--- config.mk ---
export PLATFORM = sky130hd
export DESIGN_NAME = scoreboard_scan_driver
export DESIGN_NICKNAME = d
export VERILOG_FILES = /design/src/rtl/scoreboard_scan_driver.sv
export SDC_FILE = /design/constraint.sdc
export NUM_CORES = 1
export LEC_CHECK = 0
export CAP_MARGIN = 20
export CELL_PAD_IN_SITES_DETAIL_PLACEMENT = 1
export CELL_PAD_IN_SITES_GLOBAL_PLACEMENT = 1
export CORE_MARGIN = 10
export CORE_UTILIZATION = 49
export DETAILED_ROUTE_END_ITERATION = 8
export DONT_BUFFER_PORTS = 1
export GPL_ROUTABILITY_DRIVEN = 0
export GPL_TIMING_DRIVEN = 0
export HOLD_SLACK_MARGIN = 0.02
export PLACE_DENSITY = 0.88
export SLEW_MARGIN = 15
export SYNTH_ARGS = -nofsm -noshare
export SYNTH_HDL_FRONTEND = slang
export SYNTH_SLANG_ARGS = --single-unit
--- constraint.sdc ---
create_clock -name clkouts -period 3.15 [get_ports clkouts]
set_input_delay 0.4725 -clock clkouts [delete_from_list [all_inputs] [get_ports clkouts]]
set_output_delay 0.4725 -clock clkouts [all_outputs]
set_load 0.02 [all_outputs]
--- src/rtl/scoreboard_scan_driver.sv ---
// N-player BCD scorekeeper with a time-multiplexed common-anode 7-segment scan driver.
// Scores saturate at all nines; the match winner's digits blink once game_over is set.
module scoreboard_scan_driver #(
    parameter int PLAYERS      = 2,
    parameter int DIGITS       = 2,
    parameter int WIN_SCORE    = 11,
    parameter int DWELL        = 1,
    parameter int BLINK_CYCLES = 256,
    parameter int BLANK_LZ     = 1
) (
    input  logic                                          clkouts,
    input  logic                                          resetb,
    input  logic [PLAYERS-1:0]                            score_inc,
    input  logic                                          clr_scores,
    output logic [6:0]                                    outs,
    output logic [PLAYERS*DIGITS-1:0]                     en,
    output logic                                          game_over,
    output logic [((PLAYERS > 1) ? $clog2(PLAYERS) : 1)-1:0] winner
);

    localparam int N   = PLAYERS * DIGITS;
    localparam int SW  = 4 * DIGITS;
    localparam int WW  = (PLAYERS > 1) ? $clog2(PLAYERS) : 1;
    localparam int IW  = (N > 1) ? $clog2(N) : 1;
    localparam int DCW = (DWELL > 1) ? $clog2(DWELL) : 1;
    localparam int BCW = (BLINK_CYCLES > 1) ? $clog2(BLINK_CYCLES) : 1;

    function automatic logic [SW-1:0] to_bcd(input int v);
        logic [SW-1:0] r;
        int t;
        r = '0;
        t = v;
        for (int d = 0; d < DIGITS; d++) begin
            r[4*d +: 4] = 4'(t % 10);
            t = t / 10;
        end
        return r;
    endfunction

    localparam logic [SW-1:0] WIN_BCD = to_bcd(WIN_SCORE);
    localparam logic [SW-1:0] MAX_BCD = {DIGITS{4'h9}};

    // +1 with decimal carry ripple; holds at all nines instead of wrapping
    function automatic logic [SW-1:0] bcd_inc(input logic [SW-1:0] s);
        logic [SW-1:0] r;
        logic c;
        r = s;
        c = 1'b1;
        if (s != MAX_BCD) begin
            for (int d = 0; d < DIGITS; d++) begin
                if (c) begin
                    if (r[4*d +: 4] == 4'd9) begin
                        r[4*d +: 4] = 4'd0;
                    end else begin
                        r[4*d +: 4] = r[4*d +: 4] + 4'd1;
                        c = 1'b0;
                    end
                end
            end
        end
        return r;
    endfunction

    function automatic logic [6:0] seg7(input logic [3:0] v);
        case (v)
            4'd0:    seg7 = 7'b0000001;
            4'd1:    seg7 = 7'b1001111;
            4'd2:    seg7 = 7'b0010010;
            4'd3:    seg7 = 7'b0000110;
            4'd4:    seg7 = 7'b1001100;
            4'd5:    seg7 = 7'b0100100;
            4'd6:    seg7 = 7'b0100000;
            4'd7:    seg7 = 7'b0001111;
            4'd8:    seg7 = 7'b0000000;
            4'd9:    seg7 = 7'b0000100;
            default: seg7 = 7'b1111111;
        endcase
    endfunction

    logic [SW-1:0]  score [PLAYERS];
    logic           win_det;
    logic [WW-1:0]  win_idx;
    logic [BCW-1:0] blink_cnt;
    logic           blink_on;
    logic [IW-1:0]  idx;
    logic [DCW-1:0] dwell_cnt;
    logic [3:0]     dig;
    logic [WW-1:0]  sel_p;
    logic           lz;
    logic           blink_blank;
    logic [6:0]     seg_p0;
    logic [N-1:0]   en_p0;

    always_ff @(posedge clkouts) begin
        if (!resetb || clr_scores) begin
            for (int p = 0; p < PLAYERS; p++) score[p] <= '0;
        end else if (!game_over) begin
            for (int p = 0; p < PLAYERS; p++)
                if (score_inc[p]) score[p] <= bcd_inc(score[p]);
        end
    end

    // descending scan so the lowest index at WIN_SCORE wins ties
    always_comb begin
        win_det = 1'b0;
        win_idx = '0;
        for (int p = PLAYERS - 1; p >= 0; p--) begin
            if (score[p] == WIN_BCD) begin
                win_det = 1'b1;
                win_idx = WW'(p);
            end
        end
    end

    always_ff @(posedge clkouts) begin
        if (!resetb || clr_scores) begin
            game_over <= 1'b0;
            winner    <= '0;
            blink_cnt <= '0;
            blink_on  <= 1'b1;
        end else if (!game_over) begin
            if (win_det) begin
                game_over <= 1'b1;
                winner    <= win_idx;
            end
            blink_cnt <= '0;
            blink_on  <= 1'b1;
        end else if (blink_cnt == BCW'(BLINK_CYCLES - 1)) begin
            blink_cnt <= '0;
            blink_on  <= ~blink_on;
        end else begin
            blink_cnt <= blink_cnt + BCW'(1);
        end
    end

    // p0: digit select, leading-zero / blink blanking and decode for the current idx
    always_comb begin
        dig   = 4'd0;
        sel_p = '0;
        lz    = 1'b0;
        en_p0 = '1;
        for (int p = 0; p < PLAYERS; p++) begin
            for (int d = 0; d < DIGITS; d++) begin
                if (idx == IW'(p * DIGITS + d)) begin
                    sel_p = WW'(p);
                    dig   = score[p][4*(DIGITS-1-d) +: 4];
                    en_p0[N-1-(p*DIGITS+d)] = 1'b0;
                    lz = (BLANK_LZ != 0) && (d < DIGITS - 1);
                    for (int h = 0; h <= d; h++)
                        if (score[p][4*(DIGITS-1-h) +: 4] != 4'd0) lz = 1'b0;
                end
            end
        end
        blink_blank = game_over && !blink_on && (sel_p == winner);
        seg_p0      = (lz || blink_blank) ? 7'h7F : seg7(dig);
    end

    // p1: outs and en registered together so they never disagree
    always_ff @(posedge clkouts) begin
        if (!resetb) begin
            outs      <= 7'h7F;
            en        <= '1;
            idx       <= '0;
            dwell_cnt <= '0;
        end else begin
            outs <= seg_p0;
            en   <= en_p0;
            if (dwell_cnt == DCW'(DWELL - 1)) begin
                dwell_cnt <= '0;
                idx       <= (idx == IW'(N - 1)) ? '0 : idx + IW'(1);
            end else begin
                dwell_cnt <= dwell_cnt + DCW'(1);
            end
        end
    end

endmodule

==> flow_summary.toml, run 1 <==
[hold_path]
hold_depth = 1
hold_class = "in2reg"

[timing]
worst_slew_pin_slew_ns = 0.691
slew_viol_final = 0
setup_viol = 0
min_period_ns = 2.65
period_share_pct = 84.3
hold_viol_final = 0
layout_setup_ws_ns = 0.495
max_freq_mhz = 377
relSlewSlack_pct = 53.9
holdWs_ns = 0.240
rsz0062_at_grt = "no"
fin_setup_tns_ns = 0
fin_skew_ns = 0.00626

[placement]
io_buffers = 0
dp_hpwl_mm = 3.48
placed_cells = 275
post_dp_cell_area_mm2 = 0.00227
place_ws_ns = 0.535

[final_layout]
instances_no_fill = 283
drive_gt1_share_pct = 9.52
multi_input_area_mm2 = 0.00114
syn2layout_area_growth_pct = 8.13
antennaDiodeCount = 0
final_nets = 256
seqCellArea_um2 = 981
post-route-util_pct = 54.7
fill_cells = 506
design_area_mm2 = 0.00238

[die]
fp.dieH_um = 87.0
core.rowCount = 24
die_x_um = 87.0
start_util_pct = 50.5
core_area_mm2 = 0.00435
die-area_mm2 = 0.00757
pin_count = 18

[critical_path]
cp_num_cells = 10
crit_buf_inv = 3
cp_max_fo = 9
path_delay_family = "compound AO/OA/AOI/OAI gates"
endpoint_kind = "flip-flop"
cp-start-kind = "flip-flop"
critPathKind = "reg2reg"
rr_worst_depth = 10
cp.arrival_ns = 2.89
max_stage_delay_ns = 0.63
path_cells = "inv_1, ha_1, buf_2, nor2b_2, a22oi_1, a221oi_1, inv_1, ha_1, o21a_1, o21ai_0"
required_ns = 3.38
cp_slowest_cell = "a221oi_1"

[yosys]
synth_edf_count = 16
syn_avg_cell_area_um2 = 9.87
syn_nets = 249
synth_ff_type = "dfxtp_1"
netlist_instances = 223
synthDistinctLibCells = 50
ys_warn_count = 0
mappedNetlistArea_mm2 = 0.00220
async_reset_ff_share_pct = 0
yosysSeqAreaShare_pct = 44.6
ys_ff_latch = 41

[clocking]
htree_levels = 2
cts_hold_buf = 0
cts.root.buffer_cell = "clkbuf_8"
numCtsBuffers = 5
post_cts_resized = 0
clock-sinks = 41
cts_tree = "done"
clk_pin_slew_worst_paths_ns = 0.08
cts_max_path_buffers = 2
post_cts_buffers = 0
clock_latency_ns = 0.30

[drt]
viasPerCell = 5.47
route.detailed.drc = 0
drt-total-wl_mm = 4.61
wl_per_cell_um = 16.3
first_pass_iters = 4
vias = 1549
drt_iter0_drc = 98
ant_nets = 0

[pwr]
leakagePower_nw = 0.929
finalPower_mw = 1.29
power_density_mw_per_mm2 = 542
ir_drop_uv = 309

[grt]
overflow = 0
grt_pass1_wl_mm = 8.16
antenna_found_initial = 0
grt_start_max_net_pins = 14
track_usage_pct = 13.6
first_global_vias = 1660

[flow_run]
max_cap_viol_count = 0

[status]
status = "completed"
==> placed cells by master (no fill, tap or decap), drive strengths merged <==
cell type and instances:
nand4b 1, nor2 31, a21oi 4, mux2i 3, and4 1, clkbuf 8
nand3b 5, nand3 9, a31oi 2, inv 16, xnor2 10, o311ai 1
dfxtp 25, nand2b 1, and2 4, nor4b 1, nand2 22, a211oi 4
o21a 1, nor3b 4, a22oi 1, conb 1, buf 3, edfxtp 16
a221o 1, o211ai 2, o221a 1, nand4 2, xor2 6, and3 3
nor3 3, or2 1, ha 21, a221oi 2, nor2b 6, nor4 1
and2b 2, o21ai 6
==> logic make-up after synthesis <==
family | synth area share (%)
AO/OA/AOI/OAI | 8.47
XOR/XNOR | 6.37
adder cells (fa/ha/maj) | 11.9
buffers and inverters | 3.81
flip-flops | 44.6
multiplexers | 1.36
other | 0.170
AND/OR/NAND/NOR | 23.3
==> layer usage <==
metal  vias up  track usage, %  part of all wire [%]
li1        774               -                     -
met1       748            15.2                    43
met2        18            23.3                    50
met3         9            4.40                   5.0
met4         0            4.86                   1.8
met5         -               0                     0
==> state kept, by name, summed over array words and instances (netlist names), 2 cells and up <==
| register | cells |
|---|---|
| idx | 2 |
| outs | 7 |
| score | 16 |
| blink_cnt | 8 |
| en | 4 |
==> final timing paths <==
check / from / end / slack (ns)
max: idx[1]$_SDFFE_PN0N_ / outs[5]$_SDFF_PP1_ / 0.50
max reg2reg: idx[1]$_SDFFE_PN0N_ / outs[5]$_SDFF_PP1_ / 0.50
min reg2reg: blink_cnt[0]$_SDFF_PP0_ / blink_cnt[0]$_SDFF_PP0_ / 0.47
min: resetb / en[0]$_SDFF_PN1_ / 0.24
==> synth_stat cells (2+ instances only) <==
cell type   n  area share (%)
o21ai_1     4            0.91
a31oi_1     2            0.57
nor2b_1     5             1.4
nor2_1     30             5.1
inv_1      14             2.4
mux2i_1     3             1.4
nor3b_1     4             1.4
dfxtp_1    25              23
nand3_1     8             1.8
o211ai_1    2            0.68
and2b_1     2            0.68
a211oi_1    2            0.68
nor3_1      2            0.45
ha_1       21              12
xor2_1      6             2.4
a21oi_1     4            0.91
nand4_1     2            0.57
nand3b_1    5             1.7
o21ai_0     2            0.45
nand2_1    21             3.6
edfxtp_1   16              22
and3_1      3            0.85
and2_1      3            0.85
a211oi_2    2             1.1
xnor2_1    10             4.0
==> power breakdown <==
part           internal, mW  switching [mW]  total, mW  leakage [nW]
clock                 0.226           0.189      0.415        0.0599
combinational        0.0850           0.121      0.206         0.484
sequential            0.599          0.0702      0.669         0.385
==> layout make-up <==
cell class | count | area share (%)
multi-input cells | 163 | 47.7
plain buffers | 4 | 1.16
clock buffers | 7 | 4.52
inverters | 15 | 2.37
clock inverters | 1 | 0.263
flip-flops and latches | 41 | 41.2
well taps | 52 | 2.73
Note: power is estimated with default switching activity, not from simulation.
==> run 2, diff against run 1 <==
--- a/config.mk
+++ b/config.mk
@@ -9,13 +9,13 @@
 export CELL_PAD_IN_SITES_DETAIL_PLACEMENT = 1
 export CELL_PAD_IN_SITES_GLOBAL_PLACEMENT = 1
 export CORE_MARGIN = 10
-export CORE_UTILIZATION = 49
+export CORE_UTILIZATION = 44
 export DETAILED_ROUTE_END_ITERATION = 8
 export DONT_BUFFER_PORTS = 1
 export GPL_ROUTABILITY_DRIVEN = 0
 export GPL_TIMING_DRIVEN = 0
 export HOLD_SLACK_MARGIN = 0.02
-export PLACE_DENSITY = 0.88
+export PLACE_DENSITY = 0.84
 export SLEW_MARGIN = 15
 export SYNTH_ARGS = -nofsm -noshare
 export SYNTH_HDL_FRONTEND = slang
==> constraint.sdc (replaced) <==
create_clock -name clkouts -period 2.4 [get_ports clkouts]
set_input_delay 0.36 -clock clkouts [delete_from_list [all_inputs] [get_ports clkouts]]
set_output_delay 0.36 -clock clkouts [all_outputs]
set_load 0.02 [all_outputs]
==> flow_summary.toml, run 2 (synthesized netlist as in run 1, its figures left out) <==
[final_layout]
final_cell_mix = "nor2_1 (30), dfxtp_1 (25), nand2_1 (21), ha_1 (21), edfxtp_1 (16)"
drive_gt1_share_pct = 9.91
largest_register_ff_count = 16
final_nets = 257
instances_no_fill = 299
reg_top3 = "score x16, blink_cnt x8, outs x7"
syn2layout_area_growth_pct = 9.44
final_common_cell = "nor2_1"
antennaDiodeCount = 0
largest_register = "score"

[critical_path]
critPathKind = "reg2reg"
cp_max_fo = 9
cp.arrival_ns = 2.49
endpoint_kind = "flip-flop"
required_ns = 2.63
cp-start-kind = "flip-flop"

[timing]
max_freq_mhz = 444
hold_viol_final = 0
min_period_ns = 2.25
setup_viol = 0
fin_skew_ns = 0.00661
rsz0062_at_grt = "no"
slew_viol_final = 0
period_share_pct = 93.9
holdWs_ns = 0.119

[grt]
antenna_found_initial = 0
grt_pass1_wl_mm = 8.04
track_usage_pct = 11.9
first_global_vias = 1665
overflow = 0
grt_start_max_net_pins = 14

[drt]
viasPerCell = 5.16
first_pass_iters = 4
wl_per_cell_um = 15.5
route.detailed.drc = 0
ant_nets = 0
vias = 1543
drt_iter0_drc = 34
drt-total-wl_mm = 4.62

[clocking]
cts_max_path_buffers = 2
clock_latency_ns = 0.30
cts_tree = "done"
htree_levels = 2
numCtsBuffers = 5
cts_hold_buf = 0
clk_pin_slew_worst_paths_ns = 0.07
cts.root.buffer_cell = "clkbuf_8"
clock-sinks = 41

[pwr]
ir_drop_uv = 357
power_density_mw_per_mm2 = 692
leakagePower_nw = 0.928

[die]
pin_count = 18
fp.dieH_um = 90.7
die_x_um = 90.7
die-area_mm2 = 0.00823
start_util_pct = 46.0
core_area_mm2 = 0.00479
core.rowCount = 25

[hold_path]
hold_class = "in2reg"

[placement]
io_buffers = 0
placed_cells = 290
dp_hpwl_mm = 3.51

[status]
status = "completed"

[flow_run]
max_cap_viol_count = 0
[run 2: critical path, cell delays in order, from the launching register on]
cell and delay, ns:
dfxtp_1 0.38, inv_1 0.08, ha_1 0.17, buf_2 0.17, nor2b_2 0.15, a22oi_1 0.11, a221oi_2 0.31, inv_1 0.16
ha_1 0.35, o21a_1 0.19, o21ai_0 0.12
[run 2: metrics by stage]
step	setup TNS (ns)	setup WS (ns)	utilization [%]	total power [mW]	area, µm²
final	0	0.146	50.3	1.67	2410
after global routing	0	0.0201	50.3	1.75	2410
after CTS	0	0.170	50.2	1.69	2400
after detailed placement	-0.788	-0.221	47.7	1.17	2280
after global placement	-0.211	-0.122	47.7	1.15	2280
after floorplan	0	0.207	-	1.09	2200
[run 2: cell type report]
cell class	instances	area, µm²
plain buffers	4	27.5
clock buffers	7	97.6
clock inverters	1	5.00
fillers	564	2380
inverters	15	56.3
multi-input cells	163	1150
flip-flops and latches	41	981
well taps	67	83.8
repair buffers	1	7.51
[run 2: path summary, 6_finish.rpt]
| check | start | to | slack, ns | depth (start not counted) |
|---|---|---|---|---|
| setup / recovery | idx[1]$_SDFFE_PN0N_ | outs[5]$_SDFF_PP1_ | 0.15 | 10 |
| hold / removal | resetb | en[3]$_SDFF_PN1_ | 0.12 | 1 |
| setup reg to reg | idx[1]$_SDFFE_PN0N_ | outs[5]$_SDFF_PP1_ | 0.15 | 10 |
| hold reg to reg | blink_cnt[0]$_SDFF_PP0_ | blink_cnt[0]$_SDFF_PP0_ | 0.46 | 1 |
[run 2: per-layer routing]
layer	track usage [%]	share of wire, %
met4	4.51	1.5
met2	21.1	51
met5	0	0
met3	3.82	4.3
met1	12.9	43
[run 2: what timing repair did]
| action | in CTS | in global routing |
|---|---|---|
| endpoints found under the hold margin | 0 | 0 |
| endpoints found under the setup margin | 6 | 1 |
| gates cloned | 0 | 0 |
| pin swaps | 1 | 0 |
| gates resized for setup | 1 | 1 |
| buffers inserted | 1 | 0 |
[run 2: power breakdown]
group          switching (mW)  leakage [nW]  internal, mW
combinational           0.164         0.489         0.119
sequential             0.0909         0.385         0.787
clock                   0.239        0.0534         0.267
total                   0.494         0.928          1.17
==> run 3, diff against run 2 <==
--- a/config.mk
+++ b/config.mk
@@ -8,14 +8,15 @@
 export CAP_MARGIN = 20
 export CELL_PAD_IN_SITES_DETAIL_PLACEMENT = 1
 export CELL_PAD_IN_SITES_GLOBAL_PLACEMENT = 1
+export CORE_ASPECT_RATIO = 0.7
 export CORE_MARGIN = 10
 export CORE_UTILIZATION = 44
 export DETAILED_ROUTE_END_ITERATION = 8
 export DONT_BUFFER_PORTS = 1
-export GPL_ROUTABILITY_DRIVEN = 0
 export GPL_TIMING_DRIVEN = 0
 export HOLD_SLACK_MARGIN = 0.02
 export PLACE_DENSITY = 0.84
+export RECOVER_POWER = 100
 export SLEW_MARGIN = 15
 export SYNTH_ARGS = -nofsm -noshare
 export SYNTH_HDL_FRONTEND = slang
==> flow_summary.toml, run 3 (synthesized netlist as in run 1, its figures left out) <==
[status]
status = "completed"

[critical_path]
r2r-end = "outs[5]$_SDFF_PP1_"
rr_worst_depth = 10
cp-start-kind = "flip-flop"
required_ns = 2.62
cp_max_fo = 9
cp.arrival_ns = 2.42
endpoint_kind = "flip-flop"
r2r_setup_slack_ns = 0.20
timing.rr.start = "idx[1]$_SDFFE_PN0N_"
critPathKind = "reg2reg"
cp-startpoint = "idx[1]$_SDFFE_PN0N_"

[grt]
grt_pass1_wl_mm = 7.71
first_global_vias = 1592
grt_start_max_net_pins = 12
antenna_found_initial = 0
overflow = 0
track_usage_pct = 11.3

[clocking]
cts.root.buffer_cell = "clkbuf_8"
numCtsBuffers = 5
htree_levels = 2
cts_max_path_buffers = 2
clk_pin_slew_worst_paths_ns = 0.07
cts_tree = "done"
clock-sinks = 41
clock_latency_ns = 0.29
cts_hold_buf = 0

[die]
core_area_mm2 = 0.00481
die_x_um = 105
core.rowCount = 21
fp.dieH_um = 79.2
start_util_pct = 45.8
die-area_mm2 = 0.00828
pin_count = 18

[timing]
holdWs_ns = 0.137
max_freq_mhz = 455
fin_skew_ns = 0.00674
hold_viol_final = 0
rsz0062_at_grt = "no"
min_period_ns = 2.20
period_share_pct = 91.6
slew_viol_final = 0
worst_slew_pin_slew_ns = 0.505
relSlewSlack_pct = 66.0
fin_setup_tns_ns = 0
setup_viol = 0

[placement]
finalWeightedCongestion = 0.756
dp_hpwl_mm = 3.57
io_buffers = 0
placed_cells = 292

[pwr]
power_density_mw_per_mm2 = 664
clock_power_share_pct = 27.2
ir_drop_uv = 328
leakagePower_nw = 0.912
pwr-share-comb_pct = 17.2
p_sw_mw = 0.472
cellInternalPower_mw = 1.11
p_sw_share_pct = 29.9
seq_power_share_pct = 55.6

[drt]
vias = 1536
drt-total-wl_mm = 4.46
wl_per_cell_um = 14.8
first_pass_iters = 4
drt_iter0_drc = 49
route.detailed.drc = 0
viasPerCell = 5.10
ant_nets = 0

[final_layout]
antennaDiodeCount = 0
largest_register = "score"
final_cell_mix = "nor2_1 (30), dfxtp_1 (24), nand2_1 (21), ha_1 (21), edfxtp_1 (16)"
fill_cells = 561
final_nets = 257
instances_no_fill = 301
drive_gt1_share_pct = 9.91
reg_top3 = "score x16, blink_cnt x8, outs x7"
final_common_cell = "nor2_1"
largest_register_ff_count = 16
post-route-util_pct = 49.5
syn2layout_area_growth_pct = 8.13

[hold_path]
whs_endpoint = "en[3]$_SDFF_PN1_"
worstHoldStart = "resetb"
hold_class = "in2reg"
hold_depth = 1

[flow_run]
max_cap_viol_count = 0
[run 3: cell type report]
type	instances	area [µm²]	share of cell area, %
Multi-Input combinational cell	163	1140	48.0
Sequential cell	41	982	41.3
Tap cell	69	86.3	3.63
Clock buffer	8	80.1	3.36
Inverter	15	56.3	2.37
Buffer	4	25.0	1.05
Timing Repair Buffer	1	7.51	0.315
[run 3: through the flow]
step | total power [mW] | instance area [µm²] | setup slack (ns)
2_1_floorplan | 1.09 | 2200 | 0.207
3_3_place_gp | 1.15 | 2290 | -0.242
3_5_place_dp | 1.16 | 2290 | -0.247
4_1_cts | 1.60 | 2380 | 0.125
5_1_grt | 1.68 | 2380 | 0.00474
6_report | 1.58 | 2380 | 0.202
[run 3: routing by layer]
| metal | GRT usage (%) | routed length (µm) |
|---|---|---|
| met3 | 3.79 | 198 |
| met1 | 14.3 | 2240 |
| met2 | 18.0 | 1980 |
| met5 | 0 | 0 |
| met4 | 3.32 | 44 |
[run 3: how the worst max path moves through the flow]
stage | to | slack [ns] | cells past startpoint
after floorplan | outs[5]$_SDFF_PP1_ | 0.21 | 10
after global placement | outs[5]$_SDFF_PP1_ | -0.24 | 10
after detailed placement | outs[5]$_SDFF_PP1_ | -0.25 | 10
after CTS | outs[5]$_SDFF_PP1_ | 0.13 | 10
after global routing | outs[5]$_SDFF_PP1_ | 0.005 | 10
final | outs[5]$_SDFF_PP1_ | 0.20 | 10
[run 3: timing repair]
item                       4_1_cts  5_1_grt
setup endpoints to repair        6        2
buffers inserted                 1        0
pin swaps                        1        1
gates resized for setup          1        2
[run 3: power by group through the flow]
stage	Combinational, mW	Clock [mW]	Sequential [mW]
final	0.271	0.430	0.878
after global routing	0.315	0.475	0.888
after CTS	0.275	0.446	0.881
after detailed placement	0.267	0	0.897
after global placement	0.257	0	0.895
after floorplan	0.214	0	0.877
[run 3: worst max-delay path: stages, from the launching register on]
cell,delay (ns)
dfxtp_2,0.35
inv_1,0.07
ha_1,0.17
buf_2,0.17
nor2b_2,0.14
a22oi_1,0.10
a221oi_2,0.37
inv_2,0.11
ha_1,0.33
o21a_1,0.20
o21ai_0,0.13
